`src/rtl/nn_seq_pkg.sv`:
```
// Shared types for the layer sequencer: FSM state encoding, per-layer config entry, ceil_div helper.
// Pure declarations: no latency, no flow control.
package nn_seq_pkg;

  localparam int SEQ_CNT_W = 16;

  typedef enum logic [2:0] {
    S_IDLE,
    S_FEED,
    S_BIAS,
    S_WB,
    S_DONE
  } seq_state_t;

  typedef struct packed {
    logic [SEQ_CNT_W-1:0] fan_in;
    logic [SEQ_CNT_W-1:0] fan_out;
  } layer_cfg_t;

  // Zero divisor yields zero rather than an undefined result.
  function automatic logic [SEQ_CNT_W-1:0] ceil_div(input logic [SEQ_CNT_W-1:0] num,
                                                   input logic [SEQ_CNT_W-1:0] den);
    logic [SEQ_CNT_W:0] sum;
    if (den == '0) return '0;
    sum = {1'b0, num} + {1'b0, den} - (SEQ_CNT_W+1)'(1);
    return SEQ_CNT_W'(sum / {1'b0, den});
  endfunction

endpackage

```
`src/rtl/nn_cfg_table.sv`:
```
// Per-layer fan-in/fan-out register file: synchronous write, asynchronous read, cleared on reset.
// Write lands on the next clock edge; reads are combinational; no backpressure.
module nn_cfg_table
  import nn_seq_pkg::*;
#(
  parameter int MAX_LAYERS = 8,
  parameter int IDX_W      = $clog2(MAX_LAYERS)
) (
  input  logic             clk,
  input  logic             rst_in,
  input  logic             we,
  input  logic [IDX_W-1:0] waddr,
  input  layer_cfg_t       wdat,
  input  logic [IDX_W-1:0] raddr,
  output layer_cfg_t       rdat
);

  layer_cfg_t tbl_q [MAX_LAYERS];
  layer_cfg_t tbl_d [MAX_LAYERS];

  always_comb begin
    tbl_d = tbl_q;
    if (we && (int'(waddr) < MAX_LAYERS)) tbl_d[waddr] = wdat;
  end

  always_ff @(posedge clk) begin
    if (rst_in) begin
      for (int i = 0; i < MAX_LAYERS; i++) tbl_q[i] <= '0;
    end else begin
      tbl_q <= tbl_d;
    end
  end

  assign rdat = (int'(raddr) < MAX_LAYERS) ? tbl_q[raddr] : '0;

endmodule

```
`src/rtl/nn_layer_sequencer.sv`:
```
// Multi-layer FC inference sequencer over a LANES-wide PE row; per layer passes*(fan_in+2) cycles.
// stall freezes only FEED (address, k, state); start is only honoured in IDLE.
module nn_layer_sequencer
  import nn_seq_pkg::*;
#(
  parameter int MAX_LAYERS = 8,
  parameter int CNT_W      = SEQ_CNT_W,
  parameter int LANES      = 2,
  parameter int W          = 10,
  parameter int B          = 6,
  localparam int NL_W      = $clog2(MAX_LAYERS + 1),
  localparam int LI_W      = $clog2(MAX_LAYERS)
) (
  input  logic             clk,
  input  logic             rst_in,
  input  logic             start,
  input  logic [NL_W-1:0]  num_layers,
  input  logic             stall,
  input  logic             cfg_we,
  input  logic [LI_W-1:0]  cfg_layer,
  input  logic [CNT_W-1:0] cfg_fan_in,
  input  logic [CNT_W-1:0] cfg_fan_out,
  output logic             busy,
  output logic             done,
  output logic             w_rd_en,
  output logic [W-1:0]     w_mem_addr,
  output logic             b_rd_en,
  output logic [B-1:0]     b_mem_addr,
  output logic             acc_en,
  output logic             acc_clr,
  output logic             out_wr,
  output logic [LANES-1:0] lane_valid,
  output logic [LI_W-1:0]  layer_idx,
  output logic             input_layer,
  output logic             output_layer
);

  seq_state_t       state_q, state_d;
  logic [NL_W-1:0]  num_layers_q, num_layers_d;
  logic [LI_W-1:0]  layer_q, layer_d;
  logic [CNT_W-1:0] nb_q, nb_d;
  logic [CNT_W-1:0] k_q, k_d;
  logic [W-1:0]     w_addr_q, w_addr_d;
  logic [B-1:0]     b_addr_q, b_addr_d;
  logic             acc_en_q, acc_en_d;

  layer_cfg_t       cfg_wdat, cfg_rdat;
  logic [CNT_W-1:0] fan_in_eff, fan_out_eff;
  logic [NL_W-1:0]  nl_clamped;
  logic             in_pass, last_pass, last_layer, k_last;

  assign cfg_wdat = '{fan_in: SEQ_CNT_W'(cfg_fan_in), fan_out: SEQ_CNT_W'(cfg_fan_out)};

  nn_cfg_table #(
    .MAX_LAYERS(MAX_LAYERS),
    .IDX_W     (LI_W)
  ) u_cfg_table (
    .clk   (clk),
    .rst_in(rst_in),
    .we    (cfg_we && (state_q == S_IDLE)),
    .waddr (cfg_layer),
    .wdat  (cfg_wdat),
    .raddr (layer_q),
    .rdat  (cfg_rdat)
  );

  // A cleared table entry (0) must still run one input / one neuron.
  always_comb begin
    fan_in_eff  = CNT_W'(cfg_rdat.fan_in);
    fan_out_eff = CNT_W'(cfg_rdat.fan_out);
    if (fan_in_eff == '0) fan_in_eff = CNT_W'(1);
    if (fan_out_eff == '0) fan_out_eff = CNT_W'(1);
  end

  assign nl_clamped = (int'(num_layers) > MAX_LAYERS) ? NL_W'(MAX_LAYERS) : num_layers;
  assign in_pass    = (state_q == S_FEED) || (state_q == S_BIAS) || (state_q == S_WB);
  assign last_pass  = ({1'b0, nb_q} + (CNT_W+1)'(LANES)) >= {1'b0, fan_out_eff};
  assign last_layer = NL_W'(layer_q) == (num_layers_q - NL_W'(1));
  assign k_last     = k_q == (fan_in_eff - CNT_W'(1));

  always_comb begin
    for (int i = 0; i < LANES; i++) begin
      lane_valid[i] = in_pass && (({1'b0, nb_q} + (CNT_W+1)'(i)) < {1'b0, fan_out_eff});
    end
  end

  always_comb begin
    state_d      = state_q;
    num_layers_d = num_layers_q;
    layer_d      = layer_q;
    nb_d         = nb_q;
    k_d          = k_q;
    w_addr_d     = w_addr_q;
    b_addr_d     = b_addr_q;
    acc_en_d     = w_rd_en;
    case (state_q)
      S_IDLE: begin
        if (start) begin
          num_layers_d = nl_clamped;
          layer_d      = '0;
          nb_d         = '0;
          k_d          = '0;
          w_addr_d     = '0;
          b_addr_d     = '0;
          state_d      = (num_layers == '0) ? S_DONE : S_FEED;
        end
      end
      S_FEED: begin
        if (!stall) begin
          w_addr_d = w_addr_q + W'(1);
          k_d      = k_q + CNT_W'(1);
          if (k_last) state_d = S_BIAS;
        end
      end
      S_BIAS: begin
        b_addr_d = b_addr_q + B'(1);
        state_d  = S_WB;
      end
      S_WB: begin
        k_d = '0;
        if (!last_pass) begin
          nb_d    = nb_q + CNT_W'(LANES);
          state_d = S_FEED;
        end else if (last_layer) begin
          state_d = S_DONE;
        end else begin
          layer_d = layer_q + LI_W'(1);
          nb_d    = '0;
          state_d = S_FEED;
        end
      end
      S_DONE:  state_d = S_IDLE;
      default: state_d = S_IDLE;
    endcase
  end

  always_ff @(posedge clk) begin
    if (rst_in) begin
      state_q      <= S_IDLE;
      num_layers_q <= '0;
      layer_q      <= '0;
      nb_q         <= '0;
      k_q          <= '0;
      w_addr_q     <= '0;
      b_addr_q     <= '0;
      acc_en_q     <= 1'b0;
    end else begin
      state_q      <= state_d;
      num_layers_q <= num_layers_d;
      layer_q      <= layer_d;
      nb_q         <= nb_d;
      k_q          <= k_d;
      w_addr_q     <= w_addr_d;
      b_addr_q     <= b_addr_d;
      acc_en_q     <= acc_en_d;
    end
  end

  assign busy         = state_q != S_IDLE;
  assign done         = state_q == S_DONE;
  assign w_rd_en      = (state_q == S_FEED) && !stall;
  assign w_mem_addr   = w_addr_q;
  assign b_rd_en      = state_q == S_BIAS;
  assign b_mem_addr   = b_addr_q;
  assign acc_en       = acc_en_q;
  assign acc_clr      = state_q == S_WB;
  assign out_wr       = state_q == S_WB;
  assign layer_idx    = layer_q;
  assign input_layer  = busy && (layer_q == '0);
  assign output_layer = busy && last_layer;

endmodule
```
`config.mk`:
```
export PLATFORM = sky130hd
export DESIGN_NAME = nn_layer_sequencer
export DESIGN_NICKNAME = d
export VERILOG_FILES = /design/src/rtl/nn_seq_pkg.sv /design/src/rtl/nn_cfg_table.sv /design/src/rtl/nn_layer_sequencer.sv
export SDC_FILE = /design/constraint.sdc
export NUM_CORES = 1
export LEC_CHECK = 0
export ABC_AREA = 1
export CAP_MARGIN = 20
export CORE_UTILIZATION = 64
export CTS_CLUSTER_DIAMETER = 120
export DETAILED_ROUTE_END_ITERATION = 12
export DONT_BUFFER_PORTS = 1
export PLACE_DENSITY = 0.87
export SKIP_LAST_GASP = 1
export SYNTH_ARGS = -nofsm -noshare
export SYNTH_HDL_FRONTEND = slang
export SYNTH_SLANG_ARGS = --single-unit
export TNS_END_PERCENT = 5
```
`constraint.sdc`:
```
create_clock -name clk -period 4.4 [get_ports clk]
set_input_delay 0.88 -clock clk [delete_from_list [all_inputs] [get_ports clk]]
set_output_delay 0.88 -clock clk [all_outputs]
set_load 0.05 [all_outputs]
```
* Word level (Yosys, flattened, before mapping)
Cells that the tools add are included.
** Operators by class
- Multiplexer cells :: 31
- Equal/unequal tests :: 12
- Reductions and logical operators :: 27
- Add/sub/neg operators :: 9
- Magnitude comparators :: 7
- Bitwise operators :: 2
** Operators with widths (count)
- 256-bit bitwise mux :: 1
- 32-bit binary-select mux with 3-bit select :: 1
- 32-bit demux with 3-bit select :: 1
- 16-bit two-way mux :: 6
- 32-bit two-way mux :: 3
- 16-bit one-hot mux with 3 select lines :: 1
- 16-bit zero test :: 2
- 16-bit one-hot mux with 2 select lines :: 1
- 3-bit two-way mux :: 9
- 10-bit two-way mux :: 2
- 10-bit one-hot mux with 2 select lines :: 1
- 16-bit by 1-bit adder with 17-bit output, second input constant :: 1
- 16-bit by 2-bit adder with 17-bit output, second input constant :: 1
- 17-bit by 16-bit greater-or-equal comparator with 1-bit output :: 1
- 17-bit by 16-bit < comparator with 1-bit output :: 1
- 16-bit by 1-bit adder with 16-bit output, second input constant :: 1
- 16-bit by 2-bit adder with 16-bit output, second input constant :: 1
- 16-bit == test :: 1
- 16-bit < comparator :: 1
- 16-bit by 1-bit subtractor with 16-bit output, second input constant :: 1
- 3-bit one-hot mux with 4 select lines :: 1
- 6-bit one-hot mux with 2 select lines :: 1
- 3-bit AND reduction :: 4
- 10-bit by 1-bit adder with 10-bit output, second input constant :: 1
- other kinds (26) :: 44
** Word-level totals
- Flip-flop bits (word level) :: 315
- Input port bits :: 44

* Logic depth before layout (Yosys ltp)
- Depth in word-level cells :: 11
- Depth in mapped cells :: 26
- Mapped depth without buffers :: 24

* By module
Synthesis repeated with hierarchy kept, for this count alone.
** Second synthesis, totals
- Cells, all modules :: 2692
- Area total of the unflattened synthesis :: 17118.9 µm²
** Modules (own cells, without submodules)
- nn_cfg_table :: times used 1, area each 12338.1 µm², cells each 1979, seq. area each 5124.9 µm²
- nn_layer_sequencer :: times used 1, area each 4780.8 µm², cells each 713, seq. area each 1161.1 µm²

* Worst setup path before layout
OpenSTA, ideal clock, no wires.
- Path kind :: flip-flop to output port
- From :: register layer_q[0], in the netlist layer_idx[0]
- To :: output port lane_valid[1]
- Path buffers :: 3
- Setup slack :: 0.116 ns
- Arrival time :: 3.404 ns
- Cell stages (with the launch flop) :: 23
- Path through :: dfxtp_1 -> buf_6 -> buf_6 -> buf_6 -> o21ai_1 -> o22ai_1 -> inv_1 -> o21ai_1 -> inv_1 -> ha_1 -> inv_1 -> o21a_1 -> o21a_1 -> o21a_1 -> o21a_1 -> o21ai_0 -> nand2_1 -> nand2_1 -> nand2_1 -> nand2_1 -> nand2_1 -> a21oi_1 -> o211a_1
** On the way
- Cells in the longest elaborated chain, start to end :: 8
** RTL lines
- from (decl) :: line nn_layer_sequencer.sv:40 : logic [LI_W-1:0] layer_q, layer_d;
- from (signal assigned) :: line nn_layer_sequencer.sv:150 : layer_q <= layer_d;
- 3-bit NOT with 4-bit output (implied by the code) * :: line nn_cfg_table.sv:34 : assign rdat = (int'(raddr) < MAX_LAYERS) ? tbl_q[raddr] : '0;
- 32-bit binary-select mux with 3-bit select * :: line nn_cfg_table.sv:34
- 32-bit two-way mux (implied by the code) * (2 in a row) :: line nn_cfg_table.sv:34
- 16-bit zero test :: line nn_layer_sequencer.sv:72 : if (fan_out_eff == '0) fan_out_eff = CNT_W'(1);
- 16-bit two-way mux * :: line nn_layer_sequencer.sv:72
- 17-bit by 16-bit < comparator with 1-bit output * :: line nn_layer_sequencer.sv:83 : lane_valid[i] = in_pass && (({1'b0, nb_q} + (CNT_W+1)'(i)) < {1'b0, fan_out_eff});
- 1-bit logical AND * :: line nn_layer_sequencer.sv:83
- to (decl) :: line nn_layer_sequencer.sv:32 : output logic [LANES-1:0] lane_valid,
Mark *: on every way between the ends. The rest lies on a longest branch, timed or not. The select of a mux whose other input is x is not followed.

* Worst setup path in the final report
- From :: register layer_q[1], in the netlist layer_idx[1]
- To :: output port lane_valid[1]
The elaborated chain is that of the path after synthesis.

==> summary.txt <==
Run status
  – Status: finished, violations left
  – Failing checks: setup timing

Critical path
  – R2R Setup Slk: 0.52 ns
  – RR Startpoint: layer_idx[0]
  – CP Max Fanout: 10
  – Critical Path Max Stage Delay: 0.38 ns
  – Crit path from: layer_idx[1]
  – Crit path kind: flop to output pin
  – Required time worst endpoint: 3.52 ns
  – Critical-path top delay cell: dfxtp_4
  – Crit-path most repeated cell: nand2_1
  – Worst-path cell chain: inv_4, buf_6, o21ai_1, o22ai_1, nand2_1, o21ai_2, inv_2, buf_4, ha_1, o21a_1, o21a_1, o21a_1, o21a_1, o21ai_1, nand2_1, nand2_1, nand2_1, nand2_1, nand2_1, a21oi_2, o211a_1, buf_12
  – Arrival time at the worst endpoint: 3.54 ns
  – Setup crit end kind: output pin
  – Startpoint class of the critical path: flop

Yosys
  – Post-synth EDFFs: 0
  – Cells after Synth: 2378
  – Syn_nets: 2475
  – Post-synth ARST share: 0%
  – Post-synth top area cell: dfxtp_1
  – Netlist cell types: 50
  – Synth Cell Area: 16100 sq um
  – Syn_area_per_cell: around 6.8 sq um
  – Synthesis-stage register bit count: 314
  – Top cell type's share of synthesized area: just under 40%
  – Main area contributors after synthesis: dfxtp_1, nor2_1, o21ai_0
  – Sequential fraction of the synthesis area: 39.0%
  – Synth Warn #: 0
  – Dominant synthesized flop cell: dfxtp_1

Global route
  – Gr ovfl total: 0
  – All-Layer GR Usage: 34.5%
  – First-pass GRT wire length: 73400 um
  – Antenna violations before repair: 1
  – Vias in the first global route: 14900
  – Largest net degree at the start of global routing: roughly 110

Min path
  – Min-Delay Path Class: primary input to flop
  – HP Start: rst_in

Pwr
  – Max rail drop VDD: 0.000410 V
  – Leak pwr: 7.58 nW
  – Tot Pwr: 7.27 mW
  – Power density over the cells: 421 nW/um^2

Cells and area
  – Finished Layout Cells: 2645
  – NumNets Final: 2396
  – Area growth syn-to-layout: 7.09%
  – Final instance area: ~17000 sq um
  – # diodes: 0
  – Layout cells sized above 1: just under 7%

STA
  – Setup violations, final: 1
  – Max Fclk: 226 MHz
  – Worst clock skew: 0.0249 ns
  – Setup TNS: -0.0235 ns
  – Worst slew margin: 26.4%
  – Fin crit share: 101%
  – Unrepaired setup endpoints after global routing: true
  – Clock period minus worst slack: ~4.4 ns
  – Fin Hold WS: 0.418 ns
  – Slew Limit Fails: 0
  – Setup ws final: -0.0235 ns
  – Final Hold Fails: 0
  – Least-Margin Pin Slew: about 1.1 ns

Floorplanning
  – I/O pin total: between 70 and 80
  – Starting Density: between 60% and 70%
  – Die ar.: between 20000 and 30000 sq um
  – Die Wd: 161 um
  – Core area: 24500 sq um
  – # rows: 57
  – Die height: approximately 160 um

Routing
  – Initial DRC Count: between 1500 and 2000
  – Routed len/inst: 17.0 um
  – DR vias: 15700
  – Post-DRT Antenna Nets: 0
  – Final wirelength: 44900 um
  – Via density: 5.93
  – TritonRoute pass-1 iters: 6
  – Remaining DRCs: 0

CTS
  – Number of CTS-inserted buffers: 34
  – Clk buf depth: 3
  – Clock sink count: 314
  – Root Buffer: clkbuf_16
  – Cts hold-fix bufs: 0
  – CTS clock-pin slew for the worst setup and hold paths: 0.06 ns
  – H-tree depth: 2
  – CTS tree: built
  – Worst-Skew Late Latency: about 0.54 ns

Placed design
  – Cell Area, Placed: 16100 sq um
  – HPWL after DPL: roughly 27000 um
  – Placed cell count: ~2600
  – Port-buffer cells: 0
  – Final Wtd Congestion: 0.913

Run
  – Max_cap viols: 0
[worst paths after layout]
| path | cells past startpoint | to |
|---|---|---|
| max | 22 | lane_valid[1] |
| min reg2reg | 2 | u_cfg_table.tbl_q[214] |
| max reg2reg | 26 | state_q[0] |
| min | 1 | nb_q[11] |
[registers in the layout, indices dropped and copies added (netlist names)]
name               flops
state_q                3
k_q                   16
acc_en                 1
num_layers_q           4
layer_idx              3
w_mem_addr            10
nb_q                  15
u_cfg_table.tbl_q    256
b_mem_addr             6
[critical path, delay by kind of cell, from the launching register on]
family	cells	cell delay, ns
simple gates	6	0.39
compound gates	10	1.48
fa+ha+maj	1	0.17
flops	1	0.38
buf+inv	5	0.57
[metal layers]
metal | GRT usage, % | part of all wire (%) | wire (um) | vias to the layer above
met4 | 12.5 | 3.0 | 1350 | 0
met3 | 7.57 | 11 | 4970 | 124
li1 | - | - | - | 7512
met2 | 55.9 | 45 | 20200 | 790
met1 | 45.2 | 41 | 18400 | 7248
met5 | 0 | 0 | 0 | -
[cell usage in the layout (no fill, tap or decap), types with 16 or more instances in the layout]
cell type	n
o21ai_1	46
a21oi_1	168
nand3_1	115
ha_1	52
dfxtp_1	311
nand4_1	16
nand2_1	327
xor2_1	26
buf_4	41
clkbuf_16	34
o22ai_1	32
o21ai_0	315
nor2_1	457
inv_1	237
[logic make-up after synthesis]
group / Yosys count / share of synthesized area, %
and+or+nand+nor: 969 / 24.8
AOI/OAI and AO/OA: 593 / 19.3
buffers and inverters: 415 / 11.0
DFF: 314 / 39.0
adders and majority gates: 53 / 4.11
xor gates and xnor gates: 34 / 1.85
[cells in the mapped netlist (10+ instances only)]
master      n
buf_6      17
nor3_1     16
inv_1     243
buf_2      14
dfxtp_1   314
o22ai_1    32
nand4_1    16
nor2_1    458
nand2_1   327
nand3_1   115
clkbuf_1  101
buf_4      10
a21oi_1   169
o21ai_0   316
ha_1       53
o21ai_1    47
xor2_1     26
clkbuf_2   16
[report_power, final]
part           switching [mW]  internal (mW)  total (mW)  leakage, nW
Combinational           0.994          0.479        1.47         4.50
Sequential             0.0673           2.94        3.01         2.55
Clock                    1.21           1.58        2.79        0.533
Total                    2.27           5.01        7.27         7.58
[stage by stage]
stage / utilization [%] / setup slack (ns)
2_1_floorplan: - / 0.116
3_3_place_gp: 65.5 / 0.358
3_5_place_dp: 65.5 / 0.334
4_1_cts: 70.3 / -0.0146
5_1_grt: 70.4 / -0.161
6_report: 70.4 / -0.0235
[repair_timing]
| action | in CTS | in global routing |
|---|---|---|
| cloned | 1 | 0 |
| endpoints found under the hold margin | 0 | 0 |
| pin swaps | 2 | 4 |
| gates resized for setup | 13 | 6 |
| buffers inserted | 8 | 1 |
| setup endpoints to repair | 2 | 2 |
[cell type report]
cell class	count	area, sq um
repair buffers	48	408
flip-flops and latches	314	6290
multi-input cells	1649	8120
repair inverters	1	8.76
clock inverters	13	136
fillers	1925	7260
well taps	324	405
inverters	251	963
clock buffers	45	942
(Power assumes the default switching activity.)
